**src/rtl/mountain_car_pkg.sv**
```systemverilog
// rtl/mountain_car_pkg.sv - MountainCar float32 constants and sequencer state encoding
package mountain_car_pkg;

  localparam logic [31:0] MIN_P        = 32'hbf99999a;
  localparam logic [31:0] MAX_P        = 32'h3f19999a;
  localparam logic [31:0] GOAL_P       = 32'h3f000000;
  localparam logic [31:0] REWARD_STEP  = 32'hbf800000;
  localparam logic [31:0] FLT_ZERO     = 32'h00000000;
  localparam logic [31:0] FLT_NEG_ZERO = 32'h80000000;

  typedef enum logic [2:0] {
    ST_IDLE,
    ST_VEL_REQ,
    ST_VEL_WAIT,
    ST_POS_REQ,
    ST_POS_WAIT,
    ST_FIX,
    ST_OUT,
    ST_OUT_RST
  } state_e;

endpackage

```
**src/rtl/mountain_car_term_check.sv**
```systemverilog
// rtl/mountain_car_term_check.sv - combinational goal/truncation evaluation
module mountain_car_term_check
  import mountain_car_pkg::*;
#(
  parameter int POS_WL    = 32,
  parameter int VEL_WL    = 32,
  parameter int STEP_WL   = 8,
  parameter int MAX_STEPS = 200
) (
  input  logic [POS_WL-1:0]  pos_i,
  input  logic [VEL_WL-1:0]  vel_i,
  input  logic [STEP_WL-1:0] count_i,
  output logic               done_o,
  output logic               trunc_o
);

  logic pos_at_goal;
  logic vel_non_neg;

  // Positive floats order like unsigned integers, so a magnitude compare suffices.
  assign pos_at_goal = !pos_i[POS_WL-1] && (pos_i[POS_WL-2:0] >= GOAL_P[POS_WL-2:0]);
  assign vel_non_neg = !vel_i[VEL_WL-1] || (vel_i == FLT_NEG_ZERO[VEL_WL-1:0]);

  assign done_o  = pos_at_goal && vel_non_neg;
  assign trunc_o = (count_i >= STEP_WL'(MAX_STEPS)) && !done_o;

endmodule

```
**src/rtl/mountain_car_step_seq.sv**
```systemverilog
// rtl/mountain_car_step_seq.sv - MountainCar episode/step sequencer driving velocity and position units
module mountain_car_step_seq
  import mountain_car_pkg::*;
#(
  parameter int VEL_WL    = 32,
  parameter int POS_WL    = 32,
  parameter int ACT_WL    = 2,
  parameter int STEP_WL   = 8,
  parameter int MAX_STEPS = 200
) (
  input  logic              i_clk,
  input  logic              i_rst,
  input  logic              i_step_valid,
  input  logic [ACT_WL-1:0] i_action,
  input  logic              i_env_rst_valid,
  input  logic [POS_WL-1:0] i_init_pos,
  output logic              o_ready,
  output logic              o_vel_ena,
  output logic [ACT_WL-1:0] o_vel_action,
  output logic [POS_WL-1:0] o_vel_pos,
  output logic [VEL_WL-1:0] o_vel_vel,
  input  logic              i_vel_valid,
  input  logic [VEL_WL-1:0] i_vel,
  output logic              o_pos_ena,
  output logic [POS_WL-1:0] o_pos_pos,
  output logic [VEL_WL-1:0] o_pos_vel,
  input  logic              i_pos_valid,
  input  logic [POS_WL-1:0] i_pos,
  output logic              o_obs_valid,
  output logic [POS_WL-1:0] o_pos,
  output logic [VEL_WL-1:0] o_vel,
  output logic [31:0]       o_reward,
  output logic              o_done,
  output logic              o_trunc
);

  state_e               state_q;
  logic [POS_WL-1:0]    pos_q, pnew_q, opos_q;
  logic [VEL_WL-1:0]    vel_q, vnew_q, ovel_q;
  logic [ACT_WL-1:0]    act_q;
  logic [STEP_WL-1:0]   cnt_q;
  logic                 vel_ena_q, pos_ena_q, obs_q, done_q, trunc_q;
  logic [31:0]          reward_q;
  logic [VEL_WL-1:0]    vfix_d;
  logic                 term_done, term_trunc;

  // Landing on the left wall while still moving left kills the velocity.
  assign vfix_d = ((pnew_q == MIN_P[POS_WL-1:0]) && vnew_q[VEL_WL-1]) ? '0 : vnew_q;

  mountain_car_term_check #(
    .POS_WL    (POS_WL),
    .VEL_WL    (VEL_WL),
    .STEP_WL   (STEP_WL),
    .MAX_STEPS (MAX_STEPS)
  ) u_term (
    .pos_i   (pos_q),
    .vel_i   (vel_q),
    .count_i (cnt_q),
    .done_o  (term_done),
    .trunc_o (term_trunc)
  );

  always_ff @(posedge i_clk or posedge i_rst) begin
    if (i_rst) begin
      state_q   <= ST_IDLE;
      pos_q     <= '0;
      vel_q     <= '0;
      pnew_q    <= '0;
      vnew_q    <= '0;
      act_q     <= '0;
      cnt_q     <= '0;
      vel_ena_q <= 1'b0;
      pos_ena_q <= 1'b0;
      obs_q     <= 1'b0;
      opos_q    <= '0;
      ovel_q    <= '0;
      reward_q  <= FLT_ZERO;
      done_q    <= 1'b0;
      trunc_q   <= 1'b0;
    end else begin
      vel_ena_q <= 1'b0;
      pos_ena_q <= 1'b0;
      obs_q     <= 1'b0;
      case (state_q)
        ST_IDLE: begin
          if (i_env_rst_valid) begin
            pos_q   <= i_init_pos;
            vel_q   <= '0;
            cnt_q   <= '0;
            done_q  <= 1'b0;
            trunc_q <= 1'b0;
            state_q <= ST_OUT_RST;
          end else if (i_step_valid) begin
            act_q     <= i_action;
            vel_ena_q <= 1'b1;
            state_q   <= ST_VEL_REQ;
          end
        end
        ST_VEL_REQ:  state_q <= ST_VEL_WAIT;
        ST_VEL_WAIT: begin
          if (i_vel_valid) begin
            vnew_q    <= i_vel;
            pos_ena_q <= 1'b1;
            state_q   <= ST_POS_REQ;
          end
        end
        ST_POS_REQ:  state_q <= ST_POS_WAIT;
        ST_POS_WAIT: begin
          if (i_pos_valid) begin
            pnew_q  <= i_pos;
            state_q <= ST_FIX;
          end
        end
        ST_FIX: begin
          pos_q   <= pnew_q;
          vel_q   <= vfix_d;
          vnew_q  <= vfix_d;
          cnt_q   <= (&cnt_q) ? cnt_q : cnt_q + 1'b1;
          state_q <= ST_OUT;
        end
        ST_OUT: begin
          obs_q    <= 1'b1;
          opos_q   <= pos_q;
          ovel_q   <= vel_q;
          reward_q <= REWARD_STEP;
          done_q   <= term_done;
          trunc_q  <= term_trunc;
          state_q  <= ST_IDLE;
        end
        ST_OUT_RST: begin
          obs_q    <= 1'b1;
          opos_q   <= pos_q;
          ovel_q   <= '0;
          reward_q <= FLT_ZERO;
          done_q   <= 1'b0;
          trunc_q  <= 1'b0;
          state_q  <= ST_IDLE;
        end
        default: state_q <= ST_IDLE;
      endcase
    end
  end

  assign o_ready      = (state_q == ST_IDLE);
  assign o_vel_ena    = vel_ena_q;
  assign o_vel_action = act_q;
  assign o_vel_pos    = pos_q;
  assign o_vel_vel    = vel_q;
  assign o_pos_ena    = pos_ena_q;
  assign o_pos_pos    = pos_q;
  assign o_pos_vel    = vnew_q;
  assign o_obs_valid  = obs_q;
  assign o_pos        = opos_q;
  assign o_vel        = ovel_q;
  assign o_reward     = reward_q;
  assign o_done       = done_q;
  assign o_trunc      = trunc_q;

endmodule
```
**config.mk**
```make
export PLATFORM = sky130hd
export DESIGN_NAME = mountain_car_step_seq
export DESIGN_NICKNAME = d
export VERILOG_FILES = /design/src/rtl/mountain_car_pkg.sv /design/src/rtl/mountain_car_term_check.sv /design/src/rtl/mountain_car_step_seq.sv
export SDC_FILE = /design/constraint.sdc
export NUM_CORES = 1
export LEC_CHECK = 0
export ABC_AREA = 1
export CORE_ASPECT_RATIO = 0.5
export CORE_MARGIN = 2
export CORE_UTILIZATION = 43
export CTS_CLUSTER_SIZE = 16
export DETAILED_ROUTE_END_ITERATION = 10
export PLACE_DENSITY = 0.77
export SYNTH_ARGS = -nofsm -noshare
export SYNTH_HDL_FRONTEND = slang
export SYNTH_SLANG_ARGS = --single-unit
```
**constraint.sdc**
```tcl
create_clock -name i_clk -period 10.66 [get_ports i_clk]
set_clock_uncertainty 0.15 [all_clocks]
set_input_delay 1.066 -clock i_clk [delete_from_list [all_inputs] [get_ports i_clk]]
set_output_delay 1.066 -clock i_clk [all_outputs]
set_load 0.02 [all_outputs]
```
Word-level counts from Yosys, hierarchy flattened. Cells that the tools add are included.

Add/sub/neg operators: 1. Order comparisons: 2. Eq/ne operators: 14. Muxes and demuxes: 26. Bitwise gates (word level): 1. Reduce and logical (&&, ||, !) cells: 22.

Operator list (count): $pmux W32 S2 (5); $mux W32 (4); $eq A32 B32 Y1 const B (2); $ge A31 B30 Y1 const B (1); $pmux W3 S7 (1); $mux W8 (2); $pmux W8 S2 (1); $eq A3 B3 Y1 const B (4); $mux W3 (4); $reduce_and A3 Y1 (3); $add A8 B1 Y8 const B (1); $ge A8 B8 Y1 const B (1); $ne A2 B2 Y1 const B (4); $reduce_and A2 Y1 (4); $reduce_and A8 Y1 (1); $mux W1 (7); $eq A3 B2 Y1 const B (2); $pmux W1 S3 (2); $reduce_bool A2 Y1 (3); $logic_and A1 B1 Y1 (4); $eq A3 B1 Y1 const B (1); $logic_not A1 Y1 (3); $logic_not A3 Y1 (1); $ne A3 B3 Y1 const B (1); other kinds (4) (4).

Flip-flop bits (word level): 242. Output and inout port bits: 232. Logic and storage cells: 81.

Logic depth before layout (Yosys ltp).
Word-level depth: 6. Gate-level depth with buffers: 10. Gate-level depth less buffers: 10.

Modules after synthesis. A second synthesis with hierarchy kept.

Cell total of the unflattened synthesis: 1164. Area total of the unflattened synthesis: 9575.4 um^2.

Modules (own cells, without submodules): mountain_car_step_seq (instances 1, cells each 1097, area each 9310.2 um^2); mountain_car_term_check (instances 1, cells each 67, area each 265.3 um^2).

Least setup slack after synthesis. OpenSTA, ideal clock, no wires.

Kind: register -> output. Start: reg state_q[1]. End: out o_ready. Arrival: 857 ps. Setup slack: 8587 ps. Cell stages (with the launch flop): 3. Buffers on the path: 1. Cells stage by stage: dfrtp_1 > buf_6 > nor3_4.

Word-level cells in the longest chain between the ends: 1.

RTL lines: start, declared (line mountain_car_step_seq.sv:37) `state_e state_q;`; start signal, assigned (line mountain_car_step_seq.sv:65) `state_q <= ST_IDLE;`; start signal, assigned (line mountain_car_step_seq.sv:92) `state_q <= ST_OUT_RST;`; start signal, assigned (line mountain_car_step_seq.sv:96) `state_q <= ST_VEL_REQ;`; $logic_not A3 Y1 (line mountain_car_step_seq.sv:144) `assign o_ready = (state_q == ST_IDLE);`; end, declared (line mountain_car_step_seq.sv:17) `output logic o_ready,`.

Every way passes these cells.

Final worst setup path.
Start: reg state_q[1]. End: reg vnew_q[27], in the netlist o_pos_vel[27].

Word-level cells in the longest chain between the ends: 3. Elaborated cells on any way between the ends: 6.

RTL lines: $eq A3 B2 Y1 / $eq A3 B3 Y1 (equally long branches) (line mountain_car_step_seq.sv:84) `case (state_q)`; $ne A2 B2 Y1 (no line) / $reduce_bool A2 Y1 (equally long branches); $reduce_and A2 Y1 (no line); end signal, assigned (line mountain_car_step_seq.sv:102) `vnew_q <= i_vel;`; end signal, assigned (line mountain_car_step_seq.sv:117) `vnew_q <= vfix_d;`; end, declared (line mountain_car_step_seq.sv:39) `logic [VEL_WL-1:0] vel_q, vnew_q, ovel_q;`.

Parallel ways exist; a longest one is shown, timed or not. A chain may end at the register's enable or synchronous reset.

==> results.ini <==
[critical_path]
critical_path.endpoint=o_pos_vel[27]
crit-reg2reg-capture=o_pos_vel[27]
regToRegSetupSlack_ns=7.34
timing.critical_path.required_ns=10.89
wp_depth=8
critical-path-top-delay-family=simple AND/OR/NAND/NOR gates
timing.rr.start=state_q[1]
setup.worst_path.start=state_q[1]
timing.critical_path.slowest_cell_delay_ns=0.73
endpoint_type_of_the_worst_setup_path=register
timing.critical_path.slowest_stage_cell=sky130_fd_sc_hd__buf_4
timing_worst_setup_path_type=reg2reg
worst_path_most_repeated_cell=sky130_fd_sc_hd__nand2_2
critPathArrivalTime_ns=3.55
number_of_buffers_and_inverters_on_the_critical_path=3
crit_path_max_fanout=85
ff2ff_path_depth=8
cells_along_the_critical_path=inv_1 -> nand2_2 -> nor2_8 -> inv_4 -> buf_4 -> nand2_2 -> nor2_1 -> a21oi_1
critical_path.startpoint_type=register

[floorplanning]
floorplan.initialDensity=0.441
y_dimension_of_the_die_um=110
die_w_um=215
coreArea_sq_um=21800
floorplan.io_pins=336
design.die.area_sq_um=23600
row_count=38

[detailed_routing]
route.antenna.remaining_nets=0
avgRoutedWirePerCell_um=16.8
detail_route.vias_per_cell=4.92
drt-pass1-iter-count=5
vias_after_detailed_routing=7830
detail_route.wirelength_mm=26.8
drt-initial-drc-count=507
drc=0

[clock_tree]
ctsResizeCount=0
ctsHtreeMaxLevel=1
cts_setup_buffers=0
tritoncts.num_buffers=20
worst_setup_hold_path_clk_slew_ns=0.06
clock_path_buffers=3
clk_root_buffer_cell=sky130_fd_sc_hd__clkbuf_16
cts_tree=built
cts-hold-fix-buffers=0
cts_sinks=211
worstSkewPairLatency_ns=0.51

[global_route]
grt_overflow=0
via_count_of_the_first_global_routing_pass=7952
first_pass_grt_wire_length_mm=41.7
grt_antenna_before_repair=0
grt_max_degree=128
global_router_s_overall_resource_usage=0.222

[synthesis]
synth_cells=1027
ys_types=33
synth.top_cells.by_area=sky130_fd_sc_hd__dfrtp_1, sky130_fd_sc_hd__o21ai_0, sky130_fd_sc_hd__nand2_1
synth_async_sr_flop_share=1.00
synth_enable_flop_cells=0
synth_flop_cell=sky130_fd_sc_hd__dfrtp_1
synth_top_area_cell=sky130_fd_sc_hd__dfrtp_1
ys_warn_count=0
yosys_register_bits=211
synthesis.area_sq_um=9590
synth_seq_area_share=0.550
syn_area_per_cell_sq_um=9.34
netlist.area_leader.share=0.550

[power]
ir_worst_vdd_mv=0.163
power_per_cell_area_nw_per_um2=330
power.static_leakage_nw=6.02

[sta]
tns_ns=0
finalSetupViolCount=0
max_slew_margin=0.265
finalCriticalPeriod_ns=3.32
hold_viol_final=0
share_of_the_clock_period_used_by_the_worst_path_after_layout=0.311
worst_hold_slack_ns=0.333
worst_pin_slew_ns=1.10
max_clock_freq_ghz=0.302
fin_ws_ns=7.34
drv_slew=0
rsz_0062_raised_after_global_routing=false

[run]
max-cap-violations=0

[cells_and_area]
final_cells=1591
ratio_of_cells_with_drive_above_1_in_the_final_layout=0.0984
num-nets-final=1383
layout.cell_area.non_filler_sq_um=13200
antenna_cells=0
areaGrowthSynthToFinish_pct=37.2

[place]
post-place-ws_ns=6.87
place_hpwl_mm=18.2
place.gp.congestion=0.856
portBuffers=311
placed_cells_incl_taps=1555
dpl-instance-area_sq_um=12500

[outcome]
run_status=finished clean

[min_path]
hp-class=reg2reg
min_delay_path_depth=2

worst min path at each step:
stage	from	end	slack, ns
after CTS	o_pos[10]	o_pos[10]	0.34
final	o_pos[10]	o_pos[10]	0.33
after floorplan	cnt_q[5]	cnt_q[5]	0.32
after global placement	o_pos[13]	o_pos[13]	0.32
after global routing	o_vel[2]	o_vel[2]	0.36
after detailed placement	o_pos[10]	o_pos[10]	0.32
per-stage QoR:
step | total power, mW | util
3_3_place_gp | 3.53 | 0.572
6_report | 4.34 | 0.604
3_5_place_dp | 3.60 | 0.572
5_1_grt | 4.59 | 0.604
4_1_cts | 4.37 | 0.604
2_1_floorplan | 2.72 | -
cell families (layout without fill, tap and decap cells):
kind of cell,count (synthesis),after routing,share of synthesized area
compound gates,248,248,0.163
xor+xnor,3,3,0.00274
fa+ha+maj,2,2,0.00261
buf+inv,239,480,0.129
flops,211,211,0.550
mux,19,19,0.0223
other cells,1,24,0.000391
simple gates,304,304,0.130
cell usage in the layout, fill, tap and decap left out, types with 4 or more instances in the layout:
master / synthesis / routed
sky130_fd_sc_hd__buf_4: 63 / 4
sky130_fd_sc_hd__dfrtp_1: 211 / 211
sky130_fd_sc_hd__conb_1: 1 / 24
sky130_fd_sc_hd__clkbuf_8: 0 / 7
sky130_fd_sc_hd__clkbuf_16: 0 / 20
sky130_fd_sc_hd__clkdlybuf4s50_1: 0 / 311
sky130_fd_sc_hd__o22ai_1: 7 / 7
sky130_fd_sc_hd__a21oi_2: 30 / 30
sky130_fd_sc_hd__nand3_1: 15 / 15
sky130_fd_sc_hd__mux2_2: 19 / 19
sky130_fd_sc_hd__a21oi_1: 47 / 47
sky130_fd_sc_hd__inv_1: 125 / 124
sky130_fd_sc_hd__nand2_4: 3 / 4
sky130_fd_sc_hd__nand2_1: 170 / 169
sky130_fd_sc_hd__o21ai_0: 133 / 133
sky130_fd_sc_hd__o22ai_2: 25 / 25
sky130_fd_sc_hd__nor2_1: 103 / 103
state kept, by name, indices dropped and copies added (netlist names), 2 cells and up:
name	cells
cnt_q	8
o_vel_vel	32
o_vel_action	2
o_pos_pos	32
o_pos_vel	32
o_pos	32
state_q	3
pnew_q	32
o_vel	32
area by class of cell:
cell class,instances,area (sq um)
timing repair buffer,315,3140
clock buffer,30,608
clock inverter,6,91.3
tap,300,375
multi-input combinational,600,3170
sequential,211,5280
inverter,129,494
fill,1829,8610
per-layer routing:
metal	GRT usage	wire length (um)	vias up
met2	0.394	13300	209
li1	-	-	3695
met5	0	0	-
met1	0.277	11300	3864
met3	0.0362	1170	62
met4	0.0842	964	0
synth_stat cells, types with 2 or more instances:
| library cell | n |
|---|---|
| sky130_fd_sc_hd__a21oi_1 | 47 |
| sky130_fd_sc_hd__a21oi_2 | 30 |
| sky130_fd_sc_hd__buf_2 | 13 |
| sky130_fd_sc_hd__buf_4 | 63 |
| sky130_fd_sc_hd__buf_6 | 11 |
| sky130_fd_sc_hd__clkbuf_1 | 22 |
| sky130_fd_sc_hd__dfrtp_1 | 211 |
| sky130_fd_sc_hd__ha_1 | 2 |
| sky130_fd_sc_hd__inv_1 | 125 |
| sky130_fd_sc_hd__inv_2 | 3 |
| sky130_fd_sc_hd__mux2_2 | 19 |
| sky130_fd_sc_hd__nand2_1 | 170 |
| sky130_fd_sc_hd__nand2_2 | 3 |
| sky130_fd_sc_hd__nand2_4 | 3 |
| sky130_fd_sc_hd__nand3_1 | 15 |
| sky130_fd_sc_hd__nand3_2 | 2 |
| sky130_fd_sc_hd__nand3b_1 | 2 |
| sky130_fd_sc_hd__nor2_1 | 103 |
| sky130_fd_sc_hd__nor3_1 | 3 |
| sky130_fd_sc_hd__o211ai_1 | 2 |
| sky130_fd_sc_hd__o21ai_0 | 133 |
| sky130_fd_sc_hd__o21ai_1 | 2 |
| sky130_fd_sc_hd__o22ai_1 | 7 |
| sky130_fd_sc_hd__o22ai_2 | 25 |
| sky130_fd_sc_hd__xor2_1 | 3 |
power breakdown:
part	leakage [nW]	switching (mW)	internal, mW	total, mW
combinational	3.10	1.22	0.923	2.15
sequential	2.57	0.276	1.16	1.44
clock	0.347	0.312	0.445	0.757
tightest hold or removal path: stages, from the launching register on:
cell and delay [ns]:
sky130_fd_sc_hd__dfrtp_1 0.34, sky130_fd_sc_hd__nand2_1 0.05, sky130_fd_sc_hd__o21ai_0 0.06
Power figures use the tool's default switching activity.
